[config.mk]
export PLATFORM = sky130hd
export DESIGN_NAME = seg_msg_scheduler
export DESIGN_NICKNAME = d
export VERILOG_FILES = /design/src/rtl/seg_msg_scheduler.sv
export SDC_FILE = /design/constraint.sdc
export NUM_CORES = 1
export LEC_CHECK = 0
export BUFFER_PORTS_ARGS = -buffer_cell sky130_fd_sc_hd__buf_2
export CAP_MARGIN = 20
export CORE_ASPECT_RATIO = 0.7
export CORE_MARGIN = 3
export CORE_UTILIZATION = 60
export DETAILED_ROUTE_END_ITERATION = 7
export PLACE_DENSITY = 0.74
export SLEW_MARGIN = 20
export SYNTH_ARGS = -nofsm -noshare
export SYNTH_HDL_FRONTEND = slang
export SYNTH_SLANG_ARGS = --single-unit
[constraint.sdc]
create_clock -name clk -period 6.3 [get_ports clk]
set_input_delay 1.26 -clock clk [delete_from_list [all_inputs] [get_ports clk]]
set_output_delay 1.26 -clock clk [all_outputs]
set_load 0.02 [all_outputs]
[src/rtl/seg_msg_scheduler.sv]
// Front-end for the four-digit seven-segment driver: round-robin loads a message
// from one of two byte streams, then shows it statically or as a scrolling ring.
module seg_msg_scheduler #(
    parameter int         MSG_DEPTH  = 16,
    parameter int         SCROLL_DIV = 25000000,
    parameter logic [7:0] BLANK_CHAR = 8'h20
) (
    input  logic       clk,
    input  logic       rst_n,
    input  logic       src0_valid,
    input  logic [7:0] src0_data,
    input  logic       src0_last,
    output logic       src0_ready,
    input  logic       src1_valid,
    input  logic [7:0] src1_data,
    input  logic       src1_last,
    output logic       src1_ready,
    input  logic       clear,
    output logic [7:0] char0,
    output logic [7:0] char1,
    output logic [7:0] char2,
    output logic [7:0] char3,
    output logic [1:0] grant,
    output logic       busy,
    output logic       overflow
);

    localparam int AW = $clog2(MSG_DEPTH);
    localparam int LW = AW + 1;
    localparam int PW = $clog2(MSG_DEPTH + 8);
    localparam int CW = $clog2(SCROLL_DIV);

    typedef enum logic [1:0] {
        IDLE = 2'd0,
        LOAD = 2'd1,
        SHOW = 2'd2
    } state_t;

    state_t state;
    state_t state_nxt;

    logic [7:0]    msg_buf [MSG_DEPTH];
    logic [LW-1:0] wr_ptr;
    logic [LW-1:0] len;
    logic [PW-1:0] pos;
    logic [PW-1:0] ring_len;
    logic [PW-1:0] idx;
    logic [CW-1:0] scroll_cnt;
    logic          prefer1;

    logic          arb_req;
    logic          arb_pick1;
    logic [1:0]    grant_nxt;
    logic          acc;
    logic          acc_last;
    logic [7:0]    acc_data;
    logic          buf_full;
    logic          wr_en;
    logic          load_done;
    logic          scrolling;
    logic          scroll_tick;
    logic          showing;
    logic [7:0]    disp [4];
    logic [7:0]    char_nxt [4];
    logic          busy_nxt;
    logic          ready0_nxt;
    logic          ready1_nxt;

    always_comb begin
        acc      = 1'b0;
        acc_data = src0_data;
        acc_last = src0_last;
        if (state == LOAD) begin
            if (grant[1]) begin
                acc      = src1_valid & src1_ready;
                acc_data = src1_data;
                acc_last = src1_last;
            end else begin
                acc      = src0_valid & src0_ready;
            end
        end
    end

    // Bytes beyond the buffer are still handshaken but only flag overflow.
    assign buf_full    = (wr_ptr == LW'(MSG_DEPTH));
    assign wr_en       = acc && !clear && !buf_full;
    assign load_done   = acc && acc_last && !clear;
    assign arb_req     = (state != LOAD) && !clear && (src0_valid || src1_valid);
    assign arb_pick1   = src1_valid && (!src0_valid || prefer1);
    assign grant_nxt   = arb_req ? (arb_pick1 ? 2'b10 : 2'b01) : grant;
    assign ring_len    = PW'(len) + PW'(4);
    assign scrolling   = (len > LW'(4));
    assign scroll_tick = (scroll_cnt == CW'(SCROLL_DIV - 1));
    assign showing     = (state == SHOW) && (state_nxt == SHOW);

    always_ff @(posedge clk or negedge rst_n) begin
        if (!rst_n) begin
            state <= IDLE;
        end else begin
            state <= state_nxt;
        end
    end

    always_comb begin
        state_nxt = state;
        if (clear) begin
            state_nxt = IDLE;
        end else begin
            case (state)
                IDLE:    if (arb_req) state_nxt = LOAD;
                LOAD:    if (load_done) state_nxt = SHOW;
                SHOW:    if (arb_req) state_nxt = LOAD;
                default: state_nxt = IDLE;
            endcase
        end
    end

    // Four-character window into the ring of message plus four blanks; with
    // len <= 4 and pos = 0 this reduces to the left-justified static view.
    always_comb begin
        idx = '0;
        for (int k = 0; k < 4; k++) begin
            idx = pos + PW'(k);
            if (idx >= ring_len) idx = idx - ring_len;
            disp[3-k] = (idx < PW'(len)) ? msg_buf[idx[AW-1:0]] : BLANK_CHAR;
        end
    end

    always_comb begin
        busy_nxt   = (state_nxt == LOAD);
        ready0_nxt = busy_nxt && grant_nxt[0];
        ready1_nxt = busy_nxt && grant_nxt[1];
        for (int k = 0; k < 4; k++) begin
            char_nxt[k] = showing ? disp[k] : BLANK_CHAR;
        end
    end

    always_ff @(posedge clk or negedge rst_n) begin
        if (!rst_n) begin
            grant      <= 2'b00;
            busy       <= 1'b0;
            src0_ready <= 1'b0;
            src1_ready <= 1'b0;
            char0      <= BLANK_CHAR;
            char1      <= BLANK_CHAR;
            char2      <= BLANK_CHAR;
            char3      <= BLANK_CHAR;
        end else begin
            grant      <= grant_nxt;
            busy       <= busy_nxt;
            src0_ready <= ready0_nxt;
            src1_ready <= ready1_nxt;
            char0      <= char_nxt[0];
            char1      <= char_nxt[1];
            char2      <= char_nxt[2];
            char3      <= char_nxt[3];
        end
    end

    // Load bookkeeping and scroll timing.
    always_ff @(posedge clk or negedge rst_n) begin
        if (!rst_n) begin
            prefer1    <= 1'b0;
            overflow   <= 1'b0;
            wr_ptr     <= '0;
            len        <= '0;
            pos        <= '0;
            scroll_cnt <= '0;
        end else if (arb_req) begin
            prefer1  <= !arb_pick1;
            overflow <= 1'b0;
            wr_ptr   <= '0;
        end else if (acc && !clear) begin
            if (buf_full) begin
                overflow <= 1'b1;
            end else begin
                wr_ptr <= wr_ptr + LW'(1);
            end
            if (acc_last) begin
                len        <= buf_full ? LW'(MSG_DEPTH) : wr_ptr + LW'(1);
                pos        <= '0;
                scroll_cnt <= '0;
            end
        end else if (showing && scrolling) begin
            if (scroll_tick) begin
                scroll_cnt <= '0;
                pos        <= (pos == ring_len - PW'(1)) ? '0 : pos + PW'(1);
            end else begin
                scroll_cnt <= scroll_cnt + CW'(1);
            end
        end
    end

    always_ff @(posedge clk) begin
        if (wr_en) begin
            msg_buf[wr_ptr[AW-1:0]] <= acc_data;
        end
    end

endmodule

==> load_flow_metrics.sql, run 1 <==
INSERT INTO impl_metrics (metric_group, metric, value, unit) VALUES
('status', 'run_status', 'completed', ''),
('timing', 'worst_setup_skew_after_layout', '0.0212', 'ns'),
('timing', 'final.setup.tns', '0', 'ns'),
('floorplanning', 'horizontal_die_dimension', '188', 'um'),
('place', 'place_hpwl', '29000', 'um'),
('global_route', 'grt_pass1_wl', '63800', 'um'),
('critical_path', 'cp_max_fanout', '21', ''),
('synthesis', 'postSynthCellCount', '1262', ''),
('layout', 'sequential_cell_area', '5880', 'um2'),
('global_route', 'grt_antenna_before_repair', '1', ''),
('synthesis', 'synth.cells.most_frequent', 'sky130_fd_sc_hd__mux2i_1 (188), sky130_fd_sc_hd__edfxtp_1 (128), sky130_fd_sc_hd__nand2_1 (117)', ''),
('critical_path', 'worst_path_required_time', '6.65', 'ns'),
('layout', 'final_nets', '1369', ''),
('synthesis', 'ys_async_sr_fraction', '38.8', '%'),
('critical_path', 'worstReg2RegStart', 'pos[0]$_DFFE_PN0P_', ''),
('floorplanning', 'core_region_area', '22200', 'um2'),
('synthesis', 'yosys.cell_types.count', '83', ''),
('clock_network', 'holdBufCountCts', '0', ''),
('place', 'dpl_cell_area', '14400', 'um2'),
('synthesis', 'synth_compound_gate_area_share', '14.8', '%'),
('clock_network', 'cts.sinks', '209', ''),
('synthesis', 'synth_simple_gate_area_share', '10.9', '%'),
('layout', 'multi_input_combinational_cell_area', '7500', 'um2'),
('route', 'drt_iter0_drc', '1914', ''),
('timing', 'setup-violations-final', '0', ''),
('floorplanning', 'dieArea', '25000', 'um2'),
('synthesis', 'synth.ff_latch_count', '209', ''),
('synthesis', 'synth.top_cell.area_share', '27.7', '%'),
('place', 'place_congestion', '0.954', ''),
('synthesis', 'main_flop_type_after_synthesis', 'sky130_fd_sc_hd__edfxtp_1', ''),
('synthesis', 'synth-warning-count', '0', ''),
('timing', 'clock.fmax', '196', 'MHz'),
('synthesis', 'synth_top_area_cell', 'sky130_fd_sc_hd__edfxtp_1', ''),
('synthesis', 'netlist_area', '13900', 'um2'),
('route', 'route.vias.total', '11200', ''),
('clock_network', 'clock_root_buffer', 'sky130_fd_sc_hd__clkbuf_16', ''),
('min_path', 'min_path_type', 'register to register', ''),
('critical_path', 'start_kind', 'register', ''),
('clock_network', 'worst_setup_hold_path_clk_slew', '0.06', 'ns'),
('floorplanning', 'start_util', '62.4', '%'),
('synthesis', 'yosysSeqAreaShare', '42.4', '%'),
('critical_path', 'crit_path_capture_type', 'register', ''),
('clock_network', 'post_cts_resized', '0', ''),
('clock_network', 'tritoncts', 'built', ''),
('route', 'wire_per_inst', '26.0', 'um'),
('clock_network', 'cts_max_path_buffers', '3', ''),
('layout', 'postLayoutCoreUtil', '68.6', '%'),
('synthesis', 'post_synth.cell_area_avg', '11.0', 'um2'),
('global_route', 'global_route.usage.total', '33.3', '%'),
('synthesis', 'dominant_combinational_cell_family_by_area_after_synthesis', 'multiplexers', ''),
('clock_network', 'clk-insertion-delay-late', '0.52', 'ns'),
('critical_path', 'setup.worst_path.start', 'pos[0]$_DFFE_PN0P_', ''),
('timing', 'worst_slew_pin_slew', '1.18', 'ns'),
('clock_network', 'cts_made_buffers', '22', ''),
('synthesis', 'post_synth_fa_ha_maj_area_fraction', '4.89', '%'),
('timing', 'fin_crit_sh', '80.8', '%'),
('route', 'route.antenna.remaining_nets', '0', ''),
('timing', 'report.final.slew_viol_count', '0', ''),
('synthesis', 'synth_edf_count', '128', ''),
('min_path', 'min-delay-start', 'prefer1$_DFFE_PN0P_', ''),
('place', 'placement.io_buffers', '60', ''),
('floorplanning', 'ioPinCount', '61', ''),
('route', 'detail_route.wirelength', '42100', 'um'),
('timing', 'hold_viol', '0', ''),
('power', 'power_density', '491', 'nW/um2'),
('layout', 'n_antenna_cell', '0', ''),
('synthesis', 'synth_xor_xnor_area_share', '2.21', '%'),
('layout', 'final_layout_size_suffix_gt1_share', '15.2', '%'),
('clock_network', 'clock_tree.htree_level_count', '1', ''),
('clock_network', 'post-cts-setup-buffers', '0', ''),
('run', 'maxCapViolCount', '0', '');
## sequential cells by signal (all words and copies together) (netlist names)
register / count
prefer1: 1
char0: 8
pos: 5
src1_ready: 1
state: 2
src0_ready: 1
msg_buf: 128
wr_ptr: 5
grant: 2
len: 5
char3: 8
busy: 1
char1: 8
overflow: 1
scroll_cnt: 25
char2: 8
## cell families (layout without fill, tap and decap cells)
logic type               after synthesis  in the layout
flip-flops                           209            209
multiplexers                         244            244
AND/OR/NAND/NOR                      321            321
AO/OA/AOI/OAI                        288            288
adder cells (fa/ha/maj)               52             52
XOR/XNOR                              35             35
buffers and inverters                113            163
## cell usage in the layout (no fill, tap or decap), types with 10 or more instances in the layout
cell | netlist | routed
sky130_fd_sc_hd__ha_1 | 46 | 46
sky130_fd_sc_hd__xor2_1 | 20 | 20
sky130_fd_sc_hd__o21ai_0 | 44 | 44
sky130_fd_sc_hd__dfrtp_1 | 77 | 77
sky130_fd_sc_hd__nor2_1 | 71 | 67
sky130_fd_sc_hd__mux4_2 | 34 | 34
sky130_fd_sc_hd__nand3_1 | 29 | 29
sky130_fd_sc_hd__clkbuf_16 | 0 | 22
sky130_fd_sc_hd__a22oi_1 | 20 | 20
sky130_fd_sc_hd__buf_2 | 22 | 59
sky130_fd_sc_hd__and3_1 | 14 | 14
sky130_fd_sc_hd__a21oi_1 | 38 | 38
sky130_fd_sc_hd__inv_1 | 38 | 38
sky130_fd_sc_hd__xnor2_1 | 15 | 15
sky130_fd_sc_hd__nand2_1 | 117 | 117
sky130_fd_sc_hd__mux2i_1 | 188 | 186
sky130_fd_sc_hd__nor2b_1 | 29 | 29
sky130_fd_sc_hd__a211o_1 | 11 | 10
sky130_fd_sc_hd__nor3_1 | 16 | 15
sky130_fd_sc_hd__edfxtp_1 | 128 | 128
sky130_fd_sc_hd__a211oi_1 | 65 | 64
sky130_fd_sc_hd__mux2_2 | 19 | 19
sky130_fd_sc_hd__a311oi_1 | 13 | 13
sky130_fd_sc_hd__buf_4 | 9 | 23
sky130_fd_sc_hd__a31oi_1 | 10 | 10
## path summary, 6_finish.rpt
kind | end | slack (ns) | cells after the start
hold / removal | prefer1$_DFFE_PN0P_ | 0.48 | 2
setup reg to reg | char2[7]$_DFF_PN0_ | 1.21 | 12
min in group asynchronous | char2[0]$_DFF_PN0_ | 0.59 | 1
max in group asynchronous | scroll_cnt[3]$_DFFE_PN0P_ | 4.55 | 2
setup / recovery | char2[7]$_DFF_PN0_ | 1.21 | 12
hold reg to reg | prefer1$_DFFE_PN0P_ | 0.48 | 2
## power breakdown
group	internal (mW)	total [mW]	switching, mW
combinational	1.72	4.46	2.74
clock	0.901	1.46	0.558
sequential	1.50	1.55	0.0520
## critical path, cell delays in order (launching register included)
cell                       delay [ns]
sky130_fd_sc_hd__dfrtp_1         0.55
sky130_fd_sc_hd__ha_1            0.35
sky130_fd_sc_hd__xnor2_1         0.30
sky130_fd_sc_hd__inv_1           0.11
sky130_fd_sc_hd__ha_1            0.40
sky130_fd_sc_hd__a21o_1          0.22
sky130_fd_sc_hd__a31oi_1         0.38
sky130_fd_sc_hd__a211oi_1        0.14
sky130_fd_sc_hd__a211o_2         0.56
sky130_fd_sc_hd__nor2_1          0.96
sky130_fd_sc_hd__a32oi_1         0.21
sky130_fd_sc_hd__a21oi_1         0.58
sky130_fd_sc_hd__a311oi_1        0.15
## stage by stage
| step | worst slack [ns] | total power [mW] | cells | hold WS, ns |
|---|---|---|---|---|
| final | 1.21 | 7.48 | 1617 | 0.482 |
| after floorplan | 1.93 | 4.73 | 1262 | 0.447 |
| after CTS | 1.35 | 7.26 | 1616 | 0.481 |
| after global routing | 0.954 | 7.76 | 1617 | 0.502 |
| after detailed placement | 1.39 | 5.79 | 1576 | 0.465 |
| after global placement | 1.60 | 5.73 | 1576 | 0.464 |
## layer usage
layer / global-route usage, % / up-vias / part of all wire [%]
met2: 44.5 / 734 / 40
met3: 13.4 / 103 / 15
met1: 50.4 / 5431 / 43
met4: 7.29 / 4 / 2.6
met5: 2.88 / - / 0.28
li1: - / 4896 / -
## layout make-up
class,instances,share of cell area [%]
multi-input combinational,940,49.3
sequential,209,38.6
clock buffer,24,3.73
timing repair buffer,83,3.21
tap,305,2.51
clock inverter,16,1.62
inverter,40,0.987
No activity file was read; power rests on OpenSTA's default activity.
==> run 2, diff against run 1 <==
Settings changed: ABC_AREA from default to 1, CORE_UTILIZATION 60 to 57.
Clock period 6.3 ns to 4.55 ns, I/O delays scaled along.
==> load_flow_metrics.sql, run 2 <==
INSERT INTO impl_metrics (metric_group, metric, value, unit) VALUES
('global_route', 'global_route.usage.met2', '49.3', '%'),
('critical_path', 'regToRegSetupSlack', '0.52', 'ns'),
('route', 'drt_iter0_drc', '2886', ''),
('timing', 'final.setup.tns', '0', 'ns'),
('global_route', 'global_route.usage.total', '38.6', '%'),
('timing', 'grt_setup_unrepaired', 'false', ''),
('timing', 'worst_slew_pin_slew', '1.12', 'ns'),
('layout', 'commonest_cells_after_routing_fill_and_taps_aside', 'sky130_fd_sc_hd__nand2_1 (639), sky130_fd_sc_hd__nand3_1 (392), sky130_fd_sc_hd__edfxtp_1 (128), sky130_fd_sc_hd__inv_1 (111), sky130_fd_sc_hd__nor2_1 (102)', ''),
('critical_path', 'worst-setup-path-type', 'register to register', ''),
('run', 'maxCapViolCount', '0', ''),
('synthesis', 'postSynthCellCount', '1885', ''),
('global_route', 'grt_max_degree', '68', ''),
('clock_network', 'cts_made_buffers', '23', ''),
('synthesis', 'ys_async_sr_fraction', '38.8', '%'),
('route', 'detail_route.wirelength', '53400', 'um'),
('global_route', 'grt_antenna_before_repair', '4', ''),
('route', 'wire_per_inst', '23.5', 'um'),
('route', 'route.antenna.remaining_nets', '0', ''),
('floorplanning', 'horizontal_die_dimension', '195', 'um'),
('critical_path', 'endpoint_of_the_lowest_slack_register_to_register_path', 'char0[0]$_DFF_PN0_', ''),
('critical_path', 'worstReg2RegStart', 'pos[0]$_DFFE_PN0P_', ''),
('critical_path', 'worst_path_required_time', '4.98', 'ns'),
('synthesis', 'synth.cells.most_frequent', 'sky130_fd_sc_hd__nand2_1 (645), sky130_fd_sc_hd__nand3_1 (392), sky130_fd_sc_hd__edfxtp_1 (128)', ''),
('critical_path', 'start_kind', 'register', ''),
('global_route', 'via_count_of_the_first_global_routing_pass', '13300', ''),
('place', 'place_congestion', '1.01', ''),
('route', 'post-route-drc-count', '0', ''),
('place', 'placement.io_buffers', '60', ''),
('global_route', 'grt_overflow_total', '0', ''),
('floorplanning', 'core_region_area', '24100', 'um2'),
('clock_network', 'cts_max_path_buffers', '3', ''),
('min_path', 'min_path_type', 'primary input to async pin', ''),
('synthesis', 'synth_fp_nets', '1958', ''),
('synthesis', 'count_leader_synth', 'sky130_fd_sc_hd__nand2_1', ''),
('floorplanning', 'dieHeight', '138', 'um'),
('floorplanning', 'start_util', '59.1', '%'),
('clock_network', 'post_cts_resized', '0', ''),
('floorplanning', 'placement_rows', '47', ''),
('timing', 'clock.fmax', '248', 'MHz'),
('clock_network', 'clk-insertion-delay-late', '0.53', 'ns'),
('route', 'avgViaCountPerCell', '6.45', ''),
('synthesis', 'yosys-top-cells-area', 'sky130_fd_sc_hd__edfxtp_1 (27%), sky130_fd_sc_hd__nand2_1 (17%), sky130_fd_sc_hd__nand3_1 (14%), sky130_fd_sc_hd__dfrtp_1 (14%), sky130_fd_sc_hd__ha_1 (4.0%)', ''),
('place', 'place_hpwl', '37300', 'um'),
('global_route', 'globalRouteMet3Util', '16.1', '%'),
('clock_network', 'cts.sinks', '209', ''),
('clock_network', 'holdBufCountCts', '0', ''),
('timing', 'fin_crit_sh', '88.6', '%'),
('critical_path', 'cp_max_fanout', '10', ''),
('clock_network', 'post-cts-setup-buffers', '0', ''),
('synthesis', 'synth_top_area_cell', 'sky130_fd_sc_hd__edfxtp_1', ''),
('synthesis', 'netlist_area', '14300', 'um2'),
('synthesis', 'synth.ff_latch_count', '209', ''),
('timing', 'final_critical_path_setup_slack', '0.520', 'ns'),
('status', 'run_status', 'completed', ''),
('global_route', 'globalRouteMet1Util', '59.3', '%'),
('layout', 'largest_reg_flops', '128', ''),
('critical_path', 'ff2ff_path_depth', '17', ''),
('synthesis', 'synth.top_cell.area_share', '27.0', '%'),
('layout', 'flow.area_growth_from_synthesis', '10.9', '%'),
('synthesis', 'synth_edf_count', '128', ''),
('layout', 'final_common_cell', 'sky130_fd_sc_hd__nand2_1', ''),
('timing', 'finalWorstPathRequiredPeriod', '4.03', 'ns'),
('synthesis', 'yosys.cell_types.count', '57', ''),
('global_route', 'grt.busiest_layer', 'met1', ''),
('layout', 'fillerInstances', '2125', ''),
('synthesis', 'yosysSeqAreaShare', '41.2', '%'),
('clock_network', 'tritoncts', 'built', ''),
('floorplanning', 'ioPinCount', '61', ''),
('timing', 'slew_headroom', '25.2', '%'),
('timing', 'worst_setup_skew_after_layout', '0.0270', 'ns'),
('timing', 'hold_viol', '0', ''),
('synthesis', 'synth-warning-count', '0', ''),
('synthesis', 'post_synth.cell_area_avg', '7.56', 'um2'),
('route', 'route.vias.total', '14700', ''),
('clock_network', 'clock_root_buffer', 'sky130_fd_sc_hd__clkbuf_16', ''),
('critical_path', 'worstPathArrival', '4.46', 'ns'),
('layout', 'final_nets', '2012', ''),
('floorplanning', 'dieArea', '27000', 'um2'),
('layout', 'final_layout_size_suffix_gt1_share', '11.6', '%'),
('timing', 'setup-violations-final', '0', ''),
('clock_network', 'clock_tree.htree_level_count', '1', ''),
('clock_network', 'worst_setup_hold_path_clk_slew', '0.07', 'ns'),
('synthesis', 'main_flop_type_after_synthesis', 'sky130_fd_sc_hd__edfxtp_1', ''),
('route', 'detailedRoute.firstPassIterationCount', '7', ''),
('place', 'dp_worst_setup_slack', '0.618', 'ns'),
('critical_path', 'crit_path_capture_type', 'register', ''),
('timing', 'report.final.slew_viol_count', '0', ''),
('global_route', 'grt_pass1_wl', '81000', 'um');
[run 2: changes by cell type in the layout (fill, tap and decap cells not counted), sizes merged, moves of 15 or more]
cell and change:
mux4 -34, a211oi -64, nand3 +370, o211ai +36
nor2b -29, mux2i -188, buf +37, nand2 +534
nor2 +38, nand4 +15, inv +82, a22oi -19
[run 2: logic make-up (layout without fill, tap and decap cells)]
| logic type | after synthesis | in the layout | share of synthesized area [%] |
|---|---|---|---|
| AND/OR/NAND/NOR | 1204 | 1204 | 37.0 |
| buffers and inverters | 216 | 287 | 6.93 |
| flip-flops | 209 | 209 | 41.2 |
| AO/OA/AOI/OAI | 166 | 166 | 7.61 |
| adder cells (fa/ha/maj) | 50 | 50 | 4.60 |
| XOR/XNOR | 31 | 31 | 1.91 |
| multiplexers | 9 | 9 | 0.702 |
| other | 0 | 1 | 0 |
[run 2: stage by stage]
stage	util (%)	instance area, um2	cells	hold slack (ns)
5_1_grt	65.6	15800	2274	0.509
3_5_place_dp	62.3	15000	2232	0.478
4_1_cts	65.6	15800	2274	0.475
2_1_floorplan	-	14300	1885	0.484
3_3_place_gp	62.3	15000	2232	0.482
6_report	65.6	15800	2275	0.456
[run 2: metal layers]
layer  routed length, um  share of wire (%)
met5                  39              0.073
met1               21200                 40
met4                1920                3.6
met2               19600                 37
met3               10600                 20
[run 2: layout make-up]
class | instances | area (um2) | share of cell area (%)
clock inverter | 12 | 154 | 0.973
sequential | 209 | 5880 | 37.2
timing repair buffer | 120 | 866 | 5.48
tap | 318 | 398 | 2.52
clock buffer | 30 | 643 | 4.07
inverter | 125 | 469 | 2.97
antenna | 1 | 2.50 | 0.0158
multi-input combinational | 1460 | 7400 | 46.8
[run 2: critical path, stage by stage, from the launching register on]
cell	delay, ns
sky130_fd_sc_hd__dfrtp_1	0.52
sky130_fd_sc_hd__inv_1	0.23
sky130_fd_sc_hd__ha_1	0.27
sky130_fd_sc_hd__nor3_1	0.22
sky130_fd_sc_hd__xor2_1	0.21
sky130_fd_sc_hd__ha_1	0.31
sky130_fd_sc_hd__nand2_1	0.09
sky130_fd_sc_hd__clkinv_1	0.10
sky130_fd_sc_hd__a21boi_2	0.25
sky130_fd_sc_hd__nand3_4	0.18
sky130_fd_sc_hd__o21ai_2	0.18
sky130_fd_sc_hd__clkinv_1	0.24
sky130_fd_sc_hd__ha_1	0.36
sky130_fd_sc_hd__nand2_1	0.08
sky130_fd_sc_hd__o211ai_1	0.11
sky130_fd_sc_hd__a21oi_2	0.35
sky130_fd_sc_hd__nand2_1	0.10
sky130_fd_sc_hd__nor2_1	0.15
[run 2: how the worst max path moves through the flow]
stage                             from                  to  slack [ns]
floorplan           pos[1]$_DFFE_PN0P_  char0[1]$_DFF_PN0_        0.87
global placement    pos[0]$_DFFE_PN0P_  char2[3]$_DFF_PN0_        0.70
detailed placement  pos[1]$_DFFE_PN0P_  char0[0]$_DFF_PN0_        0.62
CTS                 pos[1]$_DFFE_PN0P_  char0[0]$_DFF_PN0_        0.59
global route        pos[1]$_DFFE_PN0P_  char0[1]$_DFF_PN0_        0.14
finish              pos[0]$_DFFE_PN0P_  char0[0]$_DFF_PN0_        0.52
Power of run 2 is not shown: default switching activity piles up to over one toggle a cycle in this logic, so the estimate is an artifact.
==> run 3, diff against run 2 <==
--- a/config.mk
+++ b/config.mk
@@ -8,3 +8,2 @@
 export ABC_AREA = 1
-export BUFFER_PORTS_ARGS = -buffer_cell sky130_fd_sc_hd__buf_2
 export CAP_MARGIN = 20
@@ -12,4 +11,5 @@
 export CORE_MARGIN = 3
-export CORE_UTILIZATION = 57
+export CORE_UTILIZATION = 59
 export DETAILED_ROUTE_END_ITERATION = 7
+export DONT_BUFFER_PORTS = 1
 export PLACE_DENSITY = 0.74
==> constraint.sdc (replaced) <==
create_clock -name clk -period 4.55 [get_ports clk]
set_input_delay 0.455 -clock clk [delete_from_list [all_inputs] [get_ports clk]]
set_output_delay 0.455 -clock clk [all_outputs]
set_load 0.02 [all_outputs]
==> load_flow_metrics.sql, run 3 (synthesis gave the netlist of run 2 again) <==
INSERT INTO impl_metrics (metric_group, metric, value, unit) VALUES
('status', 'run_status', 'completed', ''),
('route', 'route.vias.total', '14400', ''),
('timing', 'slew_headroom', '17.1', '%'),
('global_route', 'grt.busiest_layer', 'met1', ''),
('critical_path', 'start_kind', 'register', ''),
('timing', 'worst_slew_pin_slew', '1.24', 'ns'),
('critical_path', 'regToRegSetupSlack', '0.14', 'ns'),
('route', 'wire_per_inst', '24.2', 'um'),
('floorplanning', 'core_region_area', '23200', 'um2'),
('timing', 'clock.fmax', '227', 'MHz'),
('layout', 'fillerInstances', '2005', ''),
('place', 'place_congestion', '1.04', ''),
('layout', 'postLayoutCoreUtil', '66.0', '%'),
('clock_network', 'tritoncts', 'built', ''),
('global_route', 'via_count_of_the_first_global_routing_pass', '12900', ''),
('layout', 'commonest_cells_after_routing_fill_and_taps_aside', 'sky130_fd_sc_hd__nand2_1 (639), sky130_fd_sc_hd__nand3_1 (392), sky130_fd_sc_hd__edfxtp_1 (128), sky130_fd_sc_hd__inv_1 (111), sky130_fd_sc_hd__nor2_1 (101)', ''),
('timing', 'finalWorstPathRequiredPeriod', '4.41', 'ns'),
('min_path', 'worst_hold_path.num_cells', '2', ''),
('layout', 'largest_reg_flops', '128', ''),
('critical_path', 'cp_max_fanout', '41', ''),
('timing', 'hold_viol', '0', ''),
('route', 'drt_iter0_drc', '2595', ''),
('route', 'avgViaCountPerCell', '6.57', ''),
('route', 'route.antenna.remaining_nets', '0', ''),
('critical_path', 'worst-setup-path-type', 'register to register', ''),
('layout', 'n_antenna_cell', '0', ''),
('critical_path', 'endpoint_of_the_lowest_slack_register_to_register_path', 'char1[3]$_DFF_PN0_', ''),
('global_route', 'grt_overflow_total', '0', ''),
('floorplanning', 'placement_rows', '46', ''),
('global_route', 'globalRouteMet3Util', '21.9', '%'),
('place', 'place_hpwl', '36600', 'um'),
('critical_path', 'worst_path_required_time', '4.95', 'ns'),
('critical_path', 'worstPathArrival', '4.81', 'ns'),
('critical_path', 'ff2ff_path_depth', '15', ''),
('route', 'post-route-drc-count', '0', ''),
('critical_path', 'crit_path_capture_type', 'register', ''),
('global_route', 'global_route.usage.met2', '50.9', '%'),
('timing', 'setup-violations-final', '0', ''),
('timing', 'worst_setup_skew_after_layout', '0.0245', 'ns'),
('place', 'placement.io_buffers', '0', ''),
('global_route', 'grt_pass1_wl', '78800', 'um'),
('global_route', 'grt_max_degree', '82', ''),
('clock_network', 'clock_tree.htree_level_count', '1', ''),
('floorplanning', 'horizontal_die_dimension', '192', 'um'),
('layout', 'final_layout_size_suffix_gt1_share', '8.11', '%'),
('route', 'detail_route.wirelength', '53200', 'um'),
('clock_network', 'cts_max_path_buffers', '3', ''),
('layout', 'final_common_cell', 'sky130_fd_sc_hd__nand2_1', ''),
('floorplanning', 'dieArea', '26100', 'um2'),
('min_path', 'min_path_type', 'primary input to register', ''),
('clock_network', 'cts.sinks', '209', ''),
('layout', 'flow.area_growth_from_synthesis', '7.44', '%'),
('min_path', 'holdPathEnd', 'overflow$_DFFE_PN0P_', ''),
('timing', 'grt_setup_unrepaired', 'false', ''),
('floorplanning', 'ioPinCount', '61', ''),
('global_route', 'grt_antenna_before_repair', '2', ''),
('global_route', 'globalRouteMet1Util', '58.6', '%'),
('min_path', 'min-delay-start', 'clear', ''),
('clock_network', 'clk-insertion-delay-late', '0.55', 'ns'),
('run', 'maxCapViolCount', '0', ''),
('timing', 'fin_crit_sh', '97.0', '%'),
('timing', 'report.final.slew_viol_count', '0', ''),
('floorplanning', 'start_util', '61.4', '%'),
('global_route', 'global_route.usage.total', '40.3', '%'),
('critical_path', 'worstReg2RegStart', 'pos[2]$_DFFE_PN0P_', ''),
('floorplanning', 'dieHeight', '136', 'um'),
('clock_network', 'worst_setup_hold_path_clk_slew', '0.06', 'ns'),
('route', 'detailedRoute.firstPassIterationCount', '8', ''),
('layout', 'final_nets', '1943', ''),
('clock_network', 'clock_root_buffer', 'sky130_fd_sc_hd__clkbuf_16', ''),
('clock_network', 'cts_made_buffers', '23', '');
-- run 3: what timing repair did --
action | 4_1_cts | 5_1_grt
hold buffers | 3 | 0
pin swaps | 0 | 1
hold endpoints to repair | 82 | 0
setup endpoints to repair | 8 | 8
resized for setup | 1 | 2
setup buffers | 0 | 1
-- run 3: worst max path at each step --
stage	start	end	slack (ns)	cells after the start
4_1_cts	pos[2]$_DFFE_PN0P_	char1[2]$_DFF_PN0_	0.04	15
5_1_grt	pos[1]$_DFFE_PN0P_	char0[1]$_DFF_PN0_	0.02	17
6_report	pos[2]$_DFFE_PN0P_	char1[3]$_DFF_PN0_	0.14	15
3_3_place_gp	pos[2]$_DFFE_PN0P_	char1[5]$_DFF_PN1_	-0.33	14
3_5_place_dp	pos[2]$_DFFE_PN0P_	char1[2]$_DFF_PN0_	-0.27	15
2_1_floorplan	pos[1]$_DFFE_PN0P_	char0[1]$_DFF_PN0_	0.87	18
-- run 3: worst max-delay path: stages, from the launching register on --
cell                      delay [ns]
sky130_fd_sc_hd__dfrtp_1        0.54
sky130_fd_sc_hd__ha_1           0.37
sky130_fd_sc_hd__xor2_1         0.40
sky130_fd_sc_hd__ha_1           0.40
sky130_fd_sc_hd__nand2_1        0.12
sky130_fd_sc_hd__inv_2          0.05
sky130_fd_sc_hd__a21oi_2        0.19
sky130_fd_sc_hd__nand3_2        0.25
sky130_fd_sc_hd__nand2_1        0.15
sky130_fd_sc_hd__nand2_2        0.56
sky130_fd_sc_hd__buf_4          0.47
sky130_fd_sc_hd__nand2_1        0.09
sky130_fd_sc_hd__nand3_1        0.09
sky130_fd_sc_hd__nand3_1        0.15
sky130_fd_sc_hd__nand3_1        0.15
sky130_fd_sc_hd__and3_1         0.27
-- run 3: final cells by class --
class / count / area (um2) / area share [%]
inverters: 125 / 469 / 3.06
repair buffers: 51 / 433 / 2.83
clock buffers: 30 / 612 / 4.00
well taps: 312 / 390 / 2.55
multi-input cells: 1460 / 7420 / 48.5
flip-flops and latches: 209 / 5880 / 38.4
clock inverters: 11 / 106 / 0.695
-- run 3: layer usage --
metal	part of all wire, %	wire [um]
met4	3.8	2000
met1	40	21100
met5	0.064	34
met3	20	10700
met2	36	19300
-- run 3: stage by stage --
step / hold WS [ns] / setup TNS (ns) / worst slack (ns) / instances / cell area (um2)
after floorplan: 0.159 / 0 / 0.873 / 1885 / 14300
after global routing: 0.171 / 0 / 0.0249 / 2198 / 15300
final: 0.140 / 0 / 0.137 / 2198 / 15300
after detailed placement: 0.162 / -1.49 / -0.269 / 2153 / 14500
after global placement: 0.162 / -1.96 / -0.328 / 2153 / 14500
after CTS: 0.134 / 0 / 0.0437 / 2197 / 15300
Power of run 3 is left out for the same reason.
